File: src/rtl/mac_rx_dequeue_pkg.sv
// Shared definitions for the MAC receive dequeue block: pointer field
// layout, FSM state encoding, frame length defaults and the skid word.
package mac_rx_dequeue_pkg;

    localparam int PTR_W    = 20;
    localparam int LEN_LSB  = 0;
    localparam int LEN_W    = 11;
    localparam int ERR_BIT  = 11;
    localparam int META_LSB = 12;
    localparam int META_W   = 8;

    localparam int DEF_MIN_LEN         = 60;
    localparam int DEF_MAX_LEN         = 1518;
    localparam int DEF_BE_STARVE_LIMIT = 8;

    typedef enum logic [1:0] {
        ST_IDLE = 2'd0,
        ST_PTR  = 2'd1,
        ST_FWD  = 2'd2,
        ST_DROP = 2'd3
    } state_t;

    // One byte of the output stream together with its framing tags.
    typedef struct packed {
        logic       tte;
        logic       eop;
        logic       sop;
        logic [7:0] data;
    } skid_word_t;

    localparam int SKID_W = $bits(skid_word_t);

endpackage

File: src/rtl/mac_rx_skid_buf.sv
// Two-entry registered valid/ready buffer. The producer is trusted to push
// only when a slot is (or is becoming) free; o_free reports empty slots.
module mac_rx_skid_buf
    import mac_rx_dequeue_pkg::*;
#(
    parameter int W = SKID_W
)(
    input  logic         i_clk,
    input  logic         i_rst,
    input  logic         i_push,
    input  logic [W-1:0] i_data,
    output logic         o_valid,
    input  logic         i_ready,
    output logic [W-1:0] o_data,
    output logic [1:0]   o_free
);

    logic [W-1:0] r_mem [2];
    logic         r_wr_ptr;
    logic         r_rd_ptr;
    logic [1:0]   r_count;
    logic         w_pop;
    logic         w_push;

    assign o_valid = (r_count != 2'd0);
    assign w_pop   = o_valid & i_ready;
    assign w_push  = i_push & ((r_count != 2'd2) | w_pop);
    assign o_data  = o_valid ? r_mem[r_rd_ptr] : '0;
    assign o_free  = 2'd2 - r_count;

    // Storage, pointers and occupancy; a flush clears everything.
    always_ff @(posedge i_clk or posedge i_rst) begin
        if (i_rst) begin
            r_mem[0] <= '0;
            r_mem[1] <= '0;
            r_wr_ptr <= 1'b0;
            r_rd_ptr <= 1'b0;
            r_count  <= 2'd0;
        end else begin
            if (w_push) begin
                r_mem[r_wr_ptr] <= i_data;
                r_wr_ptr        <= ~r_wr_ptr;
            end
            if (w_pop) begin
                r_rd_ptr <= ~r_rd_ptr;
            end
            r_count <= r_count + {1'b0, w_push} - {1'b0, w_pop};
        end
    end

endmodule

File: src/rtl/mac_rx_dequeue.sv
// Pops frame pointers from the TTE and best-effort queues, streams the
// frame bytes out through a 2-entry skid buffer, drops bad frames.
//
//  state   | meaning
//  --------+-------------------------------------------------------------
//  IDLE    | frame boundary; arbitrate and pop one pointer
//  PTR     | pointer word valid; classify frame, issue first data read
//  FWD     | read remaining bytes while the skid buffer has room
//  DROP    | read remaining bytes one per cycle and discard them
module mac_rx_dequeue
    import mac_rx_dequeue_pkg::*;
#(
    parameter int MAX_LEN         = DEF_MAX_LEN,
    parameter int MIN_LEN         = DEF_MIN_LEN,
    parameter int BE_STARVE_LIMIT = DEF_BE_STARVE_LIMIT
)(
    input  logic              i_clk,
    input  logic              i_rst,
    input  logic              i_tteptr_fifo_empty,
    output logic              o_tteptr_fifo_rd,
    input  logic [PTR_W-1:0]  i_tteptr_fifo_dout,
    output logic              o_tte_fifo_rd,
    input  logic [7:0]        i_tte_fifo_dout,
    input  logic              i_ptr_fifo_empty,
    output logic              o_ptr_fifo_rd,
    input  logic [PTR_W-1:0]  i_ptr_fifo_dout,
    output logic              o_data_fifo_rd,
    input  logic [7:0]        i_data_fifo_dout,
    output logic              o_out_valid,
    input  logic              i_out_ready,
    output logic [7:0]        o_out_data,
    output logic              o_out_sop,
    output logic              o_out_eop,
    output logic              o_out_tte,
    output logic [META_W-1:0] o_out_meta,
    output logic [15:0]       o_cnt_fwd,
    output logic [15:0]       o_cnt_drop
);

    localparam logic [LEN_W-1:0] L_MIN    = LEN_W'(MIN_LEN);
    localparam logic [LEN_W-1:0] L_MAX    = LEN_W'(MAX_LEN);
    localparam logic [LEN_W-1:0] L_ONE    = LEN_W'(1);
    localparam logic [15:0]      L_STARVE = 16'(BE_STARVE_LIMIT);

    state_t              r_state;
    state_t              w_next;
    logic                r_src_tte;
    logic [LEN_W-1:0]    r_remain;
    logic                r_first;
    logic [META_W-1:0]   r_meta_q;
    logic [META_W-1:0]   r_meta_hold;
    logic                r_inflight;
    logic                r_inf_sop;
    logic                r_inf_eop;
    logic                r_inf_tte;
    logic                r_sop_pend;
    logic [15:0]         r_starve;
    logic [15:0]         r_cnt_fwd;
    logic [15:0]         r_cnt_drop;

    logic [PTR_W-1:0]    w_ptr;
    logic [LEN_W-1:0]    w_len;
    logic                w_err;
    logic [META_W-1:0]   w_meta;
    logic                w_bad;
    logic [LEN_W-1:0]    w_cur_remain;
    logic                w_cur_first;
    logic                w_room;
    logic                w_tte_ok;
    logic                w_grant_tte;
    logic                w_grant_be;
    logic                w_data_rd;
    logic                w_is_fwd;
    logic                w_fwd_rd;
    logic                w_drop_evt;
    logic                w_skid_valid;
    logic                w_pop;
    logic [1:0]          w_free;
    skid_word_t          w_push_word;
    skid_word_t          w_head_word;

    assign w_ptr  = r_src_tte ? i_tteptr_fifo_dout : i_ptr_fifo_dout;
    assign w_len  = w_ptr[LEN_LSB +: LEN_W];
    assign w_err  = w_ptr[ERR_BIT];
    assign w_meta = w_ptr[META_LSB +: META_W];
    assign w_bad  = w_err | (w_len < L_MIN) | (w_len > L_MAX);

    // In PTR the frame context is still on the FIFO output, not in registers.
    assign w_cur_remain = (r_state == ST_PTR) ? w_len : r_remain;
    assign w_cur_first  = (r_state == ST_PTR) | r_first;

    assign w_pop = w_skid_valid & i_out_ready;
    // Room for one more read: occupancy plus the read in flight, less the
    // byte leaving this cycle, must stay below the two slots.
    assign w_room = ({1'b0, w_free} + {2'b00, w_pop}) > {2'b00, r_inflight};

    assign w_tte_ok = ~i_tteptr_fifo_empty &
                      (i_ptr_fifo_empty | (L_STARVE == 16'd0) | (r_starve < L_STARVE));

    assign w_fwd_rd = w_data_rd & w_is_fwd;

    // Next-state, pointer pops and data reads.
    always_comb begin
        w_next      = r_state;
        w_grant_tte = 1'b0;
        w_grant_be  = 1'b0;
        w_data_rd   = 1'b0;
        w_is_fwd    = 1'b0;
        w_drop_evt  = 1'b0;
        case (r_state)
            ST_IDLE: begin
                // A pending SOP keeps the next frame's metadata from
                // overwriting the one still needed at the output.
                if (!i_rst && !r_sop_pend) begin
                    if (w_tte_ok) begin
                        w_grant_tte = 1'b1;
                        w_next      = ST_PTR;
                    end else if (!i_ptr_fifo_empty) begin
                        w_grant_be = 1'b1;
                        w_next     = ST_PTR;
                    end
                end
            end
            ST_PTR: begin
                if (w_len == '0) begin
                    w_drop_evt = 1'b1;
                    w_next     = ST_IDLE;
                end else if (w_bad) begin
                    w_data_rd = 1'b1;
                    if (w_len == L_ONE) begin
                        w_drop_evt = 1'b1;
                        w_next     = ST_IDLE;
                    end else begin
                        w_next = ST_DROP;
                    end
                end else begin
                    w_is_fwd = 1'b1;
                    w_next   = ST_FWD;
                    if (w_room) begin
                        w_data_rd = 1'b1;
                        if (w_len == L_ONE) begin
                            w_next = ST_IDLE;
                        end
                    end
                end
            end
            ST_FWD: begin
                w_is_fwd = 1'b1;
                if (w_room) begin
                    w_data_rd = 1'b1;
                    if (r_remain == L_ONE) begin
                        w_next = ST_IDLE;
                    end
                end
            end
            ST_DROP: begin
                w_data_rd = 1'b1;
                if (r_remain == L_ONE) begin
                    w_drop_evt = 1'b1;
                    w_next     = ST_IDLE;
                end
            end
            default: w_next = ST_IDLE;
        endcase
    end

    assign o_tteptr_fifo_rd = w_grant_tte;
    assign o_ptr_fifo_rd    = w_grant_be;
    assign o_tte_fifo_rd    = w_data_rd & r_src_tte;
    assign o_data_fifo_rd   = w_data_rd & ~r_src_tte;

    // State register.
    always_ff @(posedge i_clk or posedge i_rst) begin
        if (i_rst) begin
            r_state <= ST_IDLE;
        end else begin
            r_state <= w_next;
        end
    end

    // Frame context: source queue, bytes still to read, first-byte flag, metadata.
    always_ff @(posedge i_clk or posedge i_rst) begin
        if (i_rst) begin
            r_src_tte <= 1'b0;
            r_remain  <= '0;
            r_first   <= 1'b0;
            r_meta_q  <= '0;
        end else begin
            if (w_grant_tte | w_grant_be) begin
                r_src_tte <= w_grant_tte;
            end
            if (r_state == ST_PTR) begin
                r_remain <= w_len - LEN_W'(w_data_rd);
                r_first  <= ~w_data_rd;
                r_meta_q <= w_meta;
            end else if (w_data_rd) begin
                r_remain <= r_remain - L_ONE;
                r_first  <= 1'b0;
            end
        end
    end

    // Tags of the forwarded read whose byte appears on the FIFO output next cycle.
    always_ff @(posedge i_clk or posedge i_rst) begin
        if (i_rst) begin
            r_inflight <= 1'b0;
            r_inf_sop  <= 1'b0;
            r_inf_eop  <= 1'b0;
            r_inf_tte  <= 1'b0;
        end else begin
            r_inflight <= w_fwd_rd;
            r_inf_sop  <= w_cur_first;
            r_inf_eop  <= (w_cur_remain == L_ONE);
            r_inf_tte  <= r_src_tte;
        end
    end

    assign w_push_word.tte  = r_inf_tte;
    assign w_push_word.eop  = r_inf_eop;
    assign w_push_word.sop  = r_inf_sop;
    assign w_push_word.data = r_inf_tte ? i_tte_fifo_dout : i_data_fifo_dout;

    mac_rx_skid_buf #(
        .W (SKID_W)
    ) u_skid (
        .i_clk   (i_clk),
        .i_rst   (i_rst),
        .i_push  (r_inflight),
        .i_data  (w_push_word),
        .o_valid (w_skid_valid),
        .i_ready (i_out_ready),
        .o_data  (w_head_word),
        .o_free  (w_free)
    );

    // SOP-pending flag and the metadata held for the rest of the current frame.
    always_ff @(posedge i_clk or posedge i_rst) begin
        if (i_rst) begin
            r_sop_pend  <= 1'b0;
            r_meta_hold <= '0;
        end else begin
            if (w_fwd_rd && w_cur_first) begin
                r_sop_pend <= 1'b1;
            end else if (w_pop && w_head_word.sop) begin
                r_sop_pend <= 1'b0;
            end
            if (w_pop && w_head_word.sop) begin
                r_meta_hold <= r_meta_q;
            end
        end
    end

    // Best-effort starvation counter, saturating.
    always_ff @(posedge i_clk or posedge i_rst) begin
        if (i_rst) begin
            r_starve <= '0;
        end else if (w_grant_tte) begin
            if (i_ptr_fifo_empty) begin
                r_starve <= '0;
            end else if (r_starve != 16'hFFFF) begin
                r_starve <= r_starve + 16'd1;
            end
        end else if (w_grant_be) begin
            r_starve <= '0;
        end
    end

    // Forwarded and dropped frame counters, wrapping.
    always_ff @(posedge i_clk or posedge i_rst) begin
        if (i_rst) begin
            r_cnt_fwd  <= '0;
            r_cnt_drop <= '0;
        end else begin
            if (w_pop && w_head_word.eop) begin
                r_cnt_fwd <= r_cnt_fwd + 16'd1;
            end
            if (w_drop_evt) begin
                r_cnt_drop <= r_cnt_drop + 16'd1;
            end
        end
    end

    assign o_out_valid = w_skid_valid;
    assign o_out_data  = w_head_word.data;
    assign o_out_sop   = w_head_word.sop;
    assign o_out_eop   = w_head_word.eop;
    assign o_out_tte   = w_head_word.tte;
    assign o_out_meta  = w_skid_valid ? (w_head_word.sop ? r_meta_q : r_meta_hold) : '0;
    assign o_cnt_fwd   = r_cnt_fwd;
    assign o_cnt_drop  = r_cnt_drop;

endmodule

File: config.mk
export PLATFORM = sky130hd
export DESIGN_NAME = mac_rx_dequeue
export DESIGN_NICKNAME = d
export VERILOG_FILES = /design/src/rtl/mac_rx_dequeue_pkg.sv /design/src/rtl/mac_rx_skid_buf.sv /design/src/rtl/mac_rx_dequeue.sv
export SDC_FILE = /design/constraint.sdc
export NUM_CORES = 1
export LEC_CHECK = 0
export BUFFER_PORTS_ARGS = -buffer_cell sky130_fd_sc_hd__buf_2
export CAP_MARGIN = 15
export CORE_ASPECT_RATIO = 1.4
export CORE_UTILIZATION = 55
export CTS_CLUSTER_DIAMETER = 80
export DETAILED_ROUTE_END_ITERATION = 8
export GPL_ROUTABILITY_DRIVEN = 1
export PLACE_DENSITY = 0.88
export REMOVE_ABC_BUFFERS = 1
export SLEW_MARGIN = 20
export SYNTH_ARGS = -nofsm -noshare
export SYNTH_HDL_FRONTEND = slang
export SYNTH_HIERARCHICAL = 1
export SYNTH_SLANG_ARGS = --single-unit
File: constraint.sdc
create_clock -name i_clk -period 4.6 [get_ports i_clk]
set_clock_uncertainty 0.1 [all_clocks]
set_input_delay 0.92 -clock i_clk [delete_from_list [all_inputs] [get_ports i_clk]]
set_output_delay 0.92 -clock i_clk [all_outputs]
set_load 0.005 [all_outputs]
==> results of run 1 <==
[cells by family after synthesis]
group | count (synthesis) | synth area share, %
buffers and inverters | 54 | 3.72
and+or+nand+nor | 212 | 18.8
xor gates and xnor gates | 43 | 5.99
adders and majority gates | 20 | 3.98
muxes | 81 | 14.9
AOI/OAI and AO/OA | 84 | 8.81
DFF | 110 | 43.8
[through the flow]
step / hold slack [ns] / power (mW) / area (sq um)
global route: 0.378 / 4.58 / 7310
CTS: 0.372 / 4.28 / 7290
global placement: 0.353 / 3.41 / 7010
finish: 0.366 / 4.28 / 7310
detailed placement: 0.357 / 3.53 / 7010
floorplan: 0.322 / 2.87 / 6180
[cells in the mapped netlist (all sizes together), types with 12 or more instances]
cell	n	area [sq um]
mux2	43	559
dfrtp	110	2750
mux2i	38	380
nor2	55	206
a21oi	28	148
xor2	20	175
xnor2	23	201
a31oi	13	81.3
nor3	19	130
nand3	26	135
nand2	22	82.6
clkbuf	12	45.0
ha	20	250
and3	13	81.3
inv	33	124
[how the worst min path moves through the flow]
| stage | depth (start not counted) | slack (ns) | startpoint | end |
|---|---|---|---|---|
| global placement | 1 | 0.35 | o_cnt_drop[15] | o_cnt_drop[15] |
| detailed placement | 1 | 0.36 | o_cnt_fwd[15] | o_cnt_fwd[15] |
| finish | 1 | 0.37 | o_cnt_fwd[15] | o_cnt_fwd[15] |
| floorplan | 2 | 0.32 | r_first | r_inf_sop |
| global route | 1 | 0.38 | o_cnt_drop[15] | o_cnt_drop[15] |
| CTS | 1 | 0.37 | o_cnt_fwd[15] | o_cnt_fwd[15] |
[critical path, stage by stage, from the launching register on]
cell and delay, ns:
dfrtp_1 0.38, inv_1 0.08, ha_1 0.22, inv_2 0.15
and2_1 0.19, ha_1 0.18, inv_1 0.06, ha_1 0.29
nor4b_1 0.36, a31o_2 0.20, nand4_1 0.24, buf_4 0.28
and3_1 0.17, buf_2 0.13
[registers in the layout, summed over array words and instances, names as in the netlist, 2 cells and up]
name and cells:
r_starve 16, r_meta_hold 8, r_remain 11, u_skid/r_mem 22, r_state 2, r_meta_q 8, u_skid/r_count 2, o_cnt_fwd 16
o_cnt_drop 16
[routing by layer]
metal / up-vias / GRT usage [%] / part of all wire, %
met5: - / 0 / 0
met4: 0 / 11.0 / 3.0
met3: 34 / 3.43 / 4.6
met2: 185 / 45.4 / 52
met1: 2457 / 28.3 / 40
li1: 2382 / - / -
[power by group through the flow]
stage                     sequential, mW  clock [mW]  combinational (mW)
after floorplan                     1.46           0                1.41
after global placement              1.49           0                1.92
after detailed placement            1.52           0                2.01
after CTS                           1.50       0.757                2.02
after global routing                1.54       0.791                2.25
final                               1.51       0.742                2.03
[cell type report]
class / count / area, sq um / area share [%]
multi-input combinational: 440 / 3300 / 45.2
clock buffer: 10 / 239 / 3.27
sequential: 110 / 2750 / 37.7
clock inverter: 6 / 46.3 / 0.634
tap: 141 / 176 / 2.41
timing repair buffer: 127 / 663 / 9.08
inverter: 33 / 126 / 1.73
[timing repair]
action,in CTS,in global routing
hold buffers,0,0
gates resized for setup,0,1
hold endpoints to repair,0,0
setup endpoints to repair,0,2
setup buffers,0,2
==> results.toml, run 1 <==
[clock_network]
cts_buffers = 9
h-tree-depth = 3
cts_tree = "built"
clkLatencyLatePin_ns = 0.35
clockRootBuffer = "clkbuf_16"
max-clock-path-buffers = 2
clk_pin_slew_ns = 0.07
cts_sinks = 110

[job]
drv_cap = 0

[global_routing]
grt_max_degree = 67
antenna_found_initial = 0
overflow = 0
grt_use_total_pct = 24.7
grt_pass1_wl_um = 23400
grt_pass1_vias = 5104

[power]
power_frac_seq_pct = 35.2
pwr-share-comb_pct = 47.5
swShare_pct = 39.0
p_int_mw = 2.61
pwr-share-clk_pct = 17.3
vdd_drop_max_mv = 0.252
p_leak_nw = 3.61
powerDensity_nw_per_um2 = 586
p_sw_mw = 1.67

[detailed_routing]
wirelength_um = 14200
dr.pass1.iters = 5
wl_per_cell_um = 16.3
drc = 0
via_count = 5058
viasPerCell = 5.83
drt_iter0_drc = 245
postRouteAntennaNets = 0

[min_path]
hp-class = "flop to flop"

[setup_path]
worstSetupStartpointType = "flop"
reg2reg_to = "r_remain[9]"
worstReg2RegStart = "u_skid/r_count[0]"
end_kind = "output port"
critPathArrivalTime_ns = 3.28
cp_max_fo = 12
crit_type = "flop to output port"
reg2reg_slack_ns = 0.48
rr_worst_depth = 18
cp_data_required_time_ns = 3.58
startpoint = "u_skid/r_count[0]"
critPathCapture = "o_tte_fifo_rd"

[status]
status = "completed"

[final_layout]
fin_util_pct = 66.6
drive_gt1_share_pct = 29.1
final_cell_mix = "buf_2 (116), dfrtp_1 (110), nor2_1 (55), mux2i_1 (38), inv_1 (31)"
final_nets = 802
n_antenna_cell = 0
final_common_cell = "buf_2"
area_growth_pct = 16.2
fill_cells = 866
final_cells = 867

[placed_design]
dp_cells = 849
dp_hpwl_um = 10700
dp_slack_ns = 0.281
portBuffers = 116
gp_congestion = 0.904

[floorplanning]
fp.dieArea_sq_um = 11900
io_pins = 117
die_w_um = 92.4
initial_core_util_pct = 57.3
fp.dieH_um = 129
core-area_sq_um = 11000
num_rows = 45

[synthesis]
synth-main-ff-cell = "dfrtp_1"
yosys_warnings = 6
async_flop_share_pct = 100
ys_ff_latch = 110
syn_inst = 604
synth_edf_count = 0
ys_seq_area_share_pct = 43.8
avgSynthCellArea_sq_um = 10.4
netlist_area_sq_um = 6290
synth_cell_type_count = 61

[sta]
finalMaxSlewViolations = 0
finalCritPeriodShare_pct = 93.6
setup_slack_ns = 0.295
setup_tns_ns = 0
rsz0062_at_grt = "no"
maxSlewHeadroom_pct = 34.5
final.min_clock_period_ns = 4.30
hold_violations = 0
fmax_ghz = 0.232
setup_viol = 0
tightest_slew_ns = 0.981
(Power assumes the default switching activity.)
==> run 2, diff against run 1 <==
- CORE_UTILIZATION: 55 -> 35
- PLACE_DENSITY: 0.88 -> 0.64
==> run 2 against run 1 <==
Die area grew 56%. Worst setup slack improved by 0.080 ns. Hold slack lost 0.00063 ns. Register-to-register slack improved by 0.08 ns. Wire length decreased by 3.0%. Non-clock buffer count is 2 lower. Maximum frequency increased by 1.9%. Via count fell by 4.2%. First-iteration DRC count decreased by 0.82%. Cell count rose by 11%. Power down 1.6%. Largest cell class unchanged. Largest power group unchanged. Highest routed layer unchanged.
==> results.toml, run 2 (synthesized netlist as in run 1, its figures left out) <==
[sta]
final.min_clock_period_ns = 4.22
hold_violations = 0
setup_viol = 0
setup_tns_ns = 0
tightest_slew_ns = 0.967
finalCritPeriodShare_pct = 91.8
rsz0062_at_grt = "no"
finalMaxSlewViolations = 0
maxSlewHeadroom_pct = 35.5
setup_slack_ns = 0.376
fmax_ghz = 0.237

[floorplanning]
core-area_sq_um = 17500
num_rows = 57
die_w_um = 115
fp.dieArea_sq_um = 18500
io_pins = 117
fp.dieH_um = 161
initial_core_util_pct = 36.0

[clock_network]
max-clock-path-buffers = 2
cts_buffers = 9
cts_tree = "built"
clkLatencyLatePin_ns = 0.34
clockRootBuffer = "clkbuf_16"
cts_setup_buffers = 0
cts_sinks = 110
clk_pin_slew_ns = 0.07
h-tree-depth = 3

[final_layout]
max_flop_register = "u_skid/r_mem"
drive_gt1_share_pct = 28.9
multi_input_area_sq_um = 3300
area_growth_pct = 17.8
largest_register_ffs = 22
n_antenna_cell = 0
fill_cells = 1718
final_cell_mix = "buf_2 (116), dfrtp_1 (109), nor2_1 (55), mux2i_1 (38), inv_1 (31)"
final_common_cell = "buf_2"
seqCellArea_sq_um = 2750
fin_util_pct = 42.4
final_nets = 800

[power]
powerDensity_nw_per_um2 = 569
vdd_drop_max_mv = 0.199
p_leak_nw = 3.60

[detailed_routing]
via_count = 4847
drc = 0
viasPerCell = 5.05
dr.pass1.iters = 6
wl_per_cell_um = 14.3
wirelength_um = 13700
postRouteAntennaNets = 0
drt_iter0_drc = 243

[setup_path]
end_kind = "output port"
path_buf_inv = 4
cp_slowest_stage_delay_ns = 0.40
worstReg2RegStart = "u_skid/r_count[0]"
cp_max_fo = 11
critPathArrivalTime_ns = 3.20
cp_common_cell = "ha_1"
startpoint = "u_skid/r_count[0]"
worstSetupStartpointType = "flop"
rr_worst_depth = 18
critical_path.top_delay_family = "simple AND/OR/NAND/NOR gates"
path_depth = 14
crit_type = "flop to output port"
crit_chain = "inv_1, ha_1, inv_2, and2_1, ha_1, inv_1, ha_1, nor4b_1, a31oi_1, nand2_1, a21oi_1, and2_1, nor2b_1, buf_2"
crit_slowest_cell = "dfrtp_1"
cp_data_required_time_ns = 3.58

[placed_design]
dp_slack_ns = 0.327
portBuffers = 116
gp_congestion = 0.850
dp_hpwl_um = 10200

[global_routing]
grt_pass1_wl_um = 23000
overflow = 0
grt_use_total_pct = 15.5
grt_pass1_vias = 4871
antenna_found_initial = 0
grt_max_degree = 59

[status]
status = "completed"

[min_path]
hold_depth = 1
hold_start = "o_cnt_fwd[15]"
hp-class = "flop to flop"

[job]
drv_cap = 0
## run 2: path summary, 6_finish.rpt
check,slack [ns],to
worst max-delay path,0.38,o_data_fifo_rd
worst min-delay path,0.37,o_cnt_fwd[15]
worst max register to register,0.56,r_remain[9]
worst min register to register,0.37,o_cnt_fwd[15]
max in group asynchronous,2.95,o_cnt_fwd[15]
min in group asynchronous,0.63,r_meta_q[7]
## run 2: final cells by class
cell class | instances | area share (%)
Inverter | 33 | 1.71
Clock buffer | 10 | 3.09
Multi-Input combinational cell | 440 | 44.6
Sequential cell | 110 | 37.2
Tap cell | 236 | 3.98
Clock inverter | 6 | 0.743
Timing Repair Buffer | 125 | 8.75
## run 2: repair_timing
action | CTS | global route
setup endpoints to repair | 0 | 1
gates resized for setup | 0 | 1
hold buffers | 0 | 0
## run 2: per-layer routing
layer  share of wire, %  vias up  GRT usage (%)
met5                  0        -              0
met4                1.6        0           5.73
met3                3.9       13           1.96
met2                 50      131           27.0
met1                 45     2310           19.3
li1                   -     2393              -
## run 2: power by group
| group | switching [mW] | internal (mW) |
|---|---|---|
| registers | 0.257 | 1.24 |
| clock network | 0.368 | 0.378 |
| logic | 1.01 | 0.962 |
## run 2: stage by stage
stage | cell area (sq um) | power (mW) | instances | hold WS [ns]
floorplan | 6180 | 2.87 | 583 | 0.322
global placement | 7130 | 3.47 | 944 | 0.347
detailed placement | 7130 | 3.50 | 944 | 0.354
CTS | 7410 | 4.26 | 960 | 0.371
global route | 7410 | 4.55 | 960 | 0.384
finish | 7410 | 4.22 | 960 | 0.365
## run 2: worst register-to-register path: stages (launching register included)
cell	delay [ns]
dfrtp_1	0.40
inv_1	0.09
ha_1	0.18
inv_2	0.09
and2_1	0.20
ha_1	0.28
inv_1	0.04
ha_1	0.26
nor4b_1	0.15
a31oi_1	0.28
nand2_1	0.14
a21oi_1	0.20
and2_1	0.22
ha_1	0.23
nand2_1	0.12
nor4b_1	0.33
xor2_1	0.18
nor2_1	0.05
or3b_1	0.39
==> run 3, diff against run 2 <==
- PLACE_DENSITY: 0.64 -> unset
==> run 3 against run 2 <==
Power increased by 2.3%. Sequential share of layout area decreased by 0.18 points. Largest cell class unchanged. Critical path type unchanged. Core utilization increased by 0.21 points. Critical endpoint unchanged.
==> results.toml, run 3 (synthesized netlist as in run 1, its figures left out) <==
[detailed_routing]
drt-met1-wl_um = 6360
viasPerCell = 5.05
drc = 0
wl_met3_um = 547
wl_met2_um = 7170
dr.pass1.iters = 4
wl_per_cell_um = 14.9
drt_iter0_drc = 168
top_layer = "met4"
via_count = 4853
postRouteAntennaNets = 0
wirelength_um = 14300

[clock_network]
cts_sinks = 110
clk_pin_slew_ns = 0.07
h-tree-depth = 3
cts_resized = 0
cts_buffers = 9
cts_setup_buffers = 0
clkLatencyLatePin_ns = 0.35
max-clock-path-buffers = 2
clockRootBuffer = "clkbuf_16"
holdBufCountCts = 0
cts_tree = "built"

[floorplanning]
fp.dieArea_sq_um = 18500
die_w_um = 115
num_rows = 57
fp.dieH_um = 161
io_pins = 117
initial_core_util_pct = 36.0
core-area_sq_um = 17500

[setup_path]
worstSetupStartpointType = "flop"
crit_type = "flop to output port"
end_kind = "output port"
critPathArrivalTime_ns = 3.27
cp_data_required_time_ns = 3.58
cp_max_fo = 11

[final_layout]
multi_input_area_sq_um = 3300
final_cells = 961
final_cell_mix = "buf_2 (116), dfrtp_1 (109), nor2_1 (55), mux2i_1 (38), inv_1 (31)"
fill_cells = 1738
final_common_cell = "buf_2"
largest_register_ffs = 22
drive_gt1_share_pct = 28.9
seqCellArea_sq_um = 2750
fin_util_pct = 42.6
area_growth_pct = 18.4
final_nets = 800
max_flop_register = "u_skid/r_mem"

[global_routing]
grt_pass1_wl_um = 23400
antenna_found_initial = 1
grt_max_degree = 59
grt_pass1_vias = 4780
grt_use_total_pct = 16.0
overflow = 0

[sta]
fmax_ghz = 0.233
setup_tns_ns = 0
hold_violations = 0
maxSlewHeadroom_pct = 37.0
setup_viol = 0
finalCritPeriodShare_pct = 93.2
tightest_slew_ns = 0.940
final.min_clock_period_ns = 4.29
finalMaxSlewViolations = 0
rsz0062_at_grt = "no"

[job]
drv_cap = 0

[placed_design]
portBuffers = 116
gp_congestion = 0.818
dp_hpwl_um = 10500
dp_cells = 944

[power]
vdd_drop_max_mv = 0.212
p_leak_nw = 3.62
powerDensity_nw_per_um2 = 579

[min_path]
hp-class = "flop to flop"

[status]
status = "completed"
## run 3: cell types whose count changed in the layout (fill, tap and decap cells not counted), sizes merged
cell	change
inv	-2
diode	+1
bufinv	+1
clkinvlp	-2
clkbuf	+1
clkinv	+2
## run 3: through the flow
step	setup WS (ns)	cell area [sq um]	hold WS, ns	total power, mW
after CTS	0.255	7440	0.361	4.36
final	0.311	7450	0.360	4.31
after detailed placement	0.309	7130	0.344	3.53
after global routing	0.0135	7440	0.391	4.63
after global placement	0.413	7130	0.341	3.50
after floorplan	0.424	6180	0.322	2.87
## run 3: final timing paths
check | start | end | slack, ns | cells past startpoint
max reg2reg | u_skid/r_count[0] | r_remain[9] | 0.44 | 18
max | u_skid/r_count[0] | o_data_fifo_rd | 0.31 | 14
max in group asynchronous | i_rst | o_cnt_fwd[9] | 2.93 | 3
min in group asynchronous | i_rst | u_skid/r_count[0] | 0.61 | 2
min reg2reg | r_first | r_inf_sop | 0.36 | 2
min | r_first | r_inf_sop | 0.36 | 2
## run 3: where the power goes
part / leakage, nW / switching (mW) / internal (mW)
Clock: 0.156 / 0.360 / 0.457
Sequential: 1.38 / 0.254 / 1.24
Combinational: 2.09 / 1.03 / 0.964
Total: 3.62 / 1.65 / 2.66
## run 3: cell type report
type                            count  share of cell area [%]
Sequential cell                   110                    37.0
Antenna cell                        1                  0.0336
Clock buffer                       11                    3.39
Tap cell                          236                    3.97
Timing Repair Buffer              125                    8.70
Multi-Input combinational cell    440                    44.4
Inverter                           33                    1.70
Clock inverter                      5                   0.874
## run 3: critical path, cell delays in order (launching register included)
cell	delay, ns
dfrtp_1	0.41
inv_1	0.09
ha_1	0.16
inv_1	0.14
and2_1	0.21
ha_1	0.27
inv_1	0.04
ha_1	0.27
nor4b_1	0.15
a31oi_1	0.27
nand2_1	0.15
a21oi_1	0.19
and2_1	0.23
nor2b_1	0.19
buf_2	0.13
## run 3: layer usage
layer / vias up / global-route usage (%)
met4: 0 / 6.08
li1: 2393 / -
met2: 112 / 28.3
met1: 2331 / 19.4
met3: 17 / 2.30
met5: - / 0
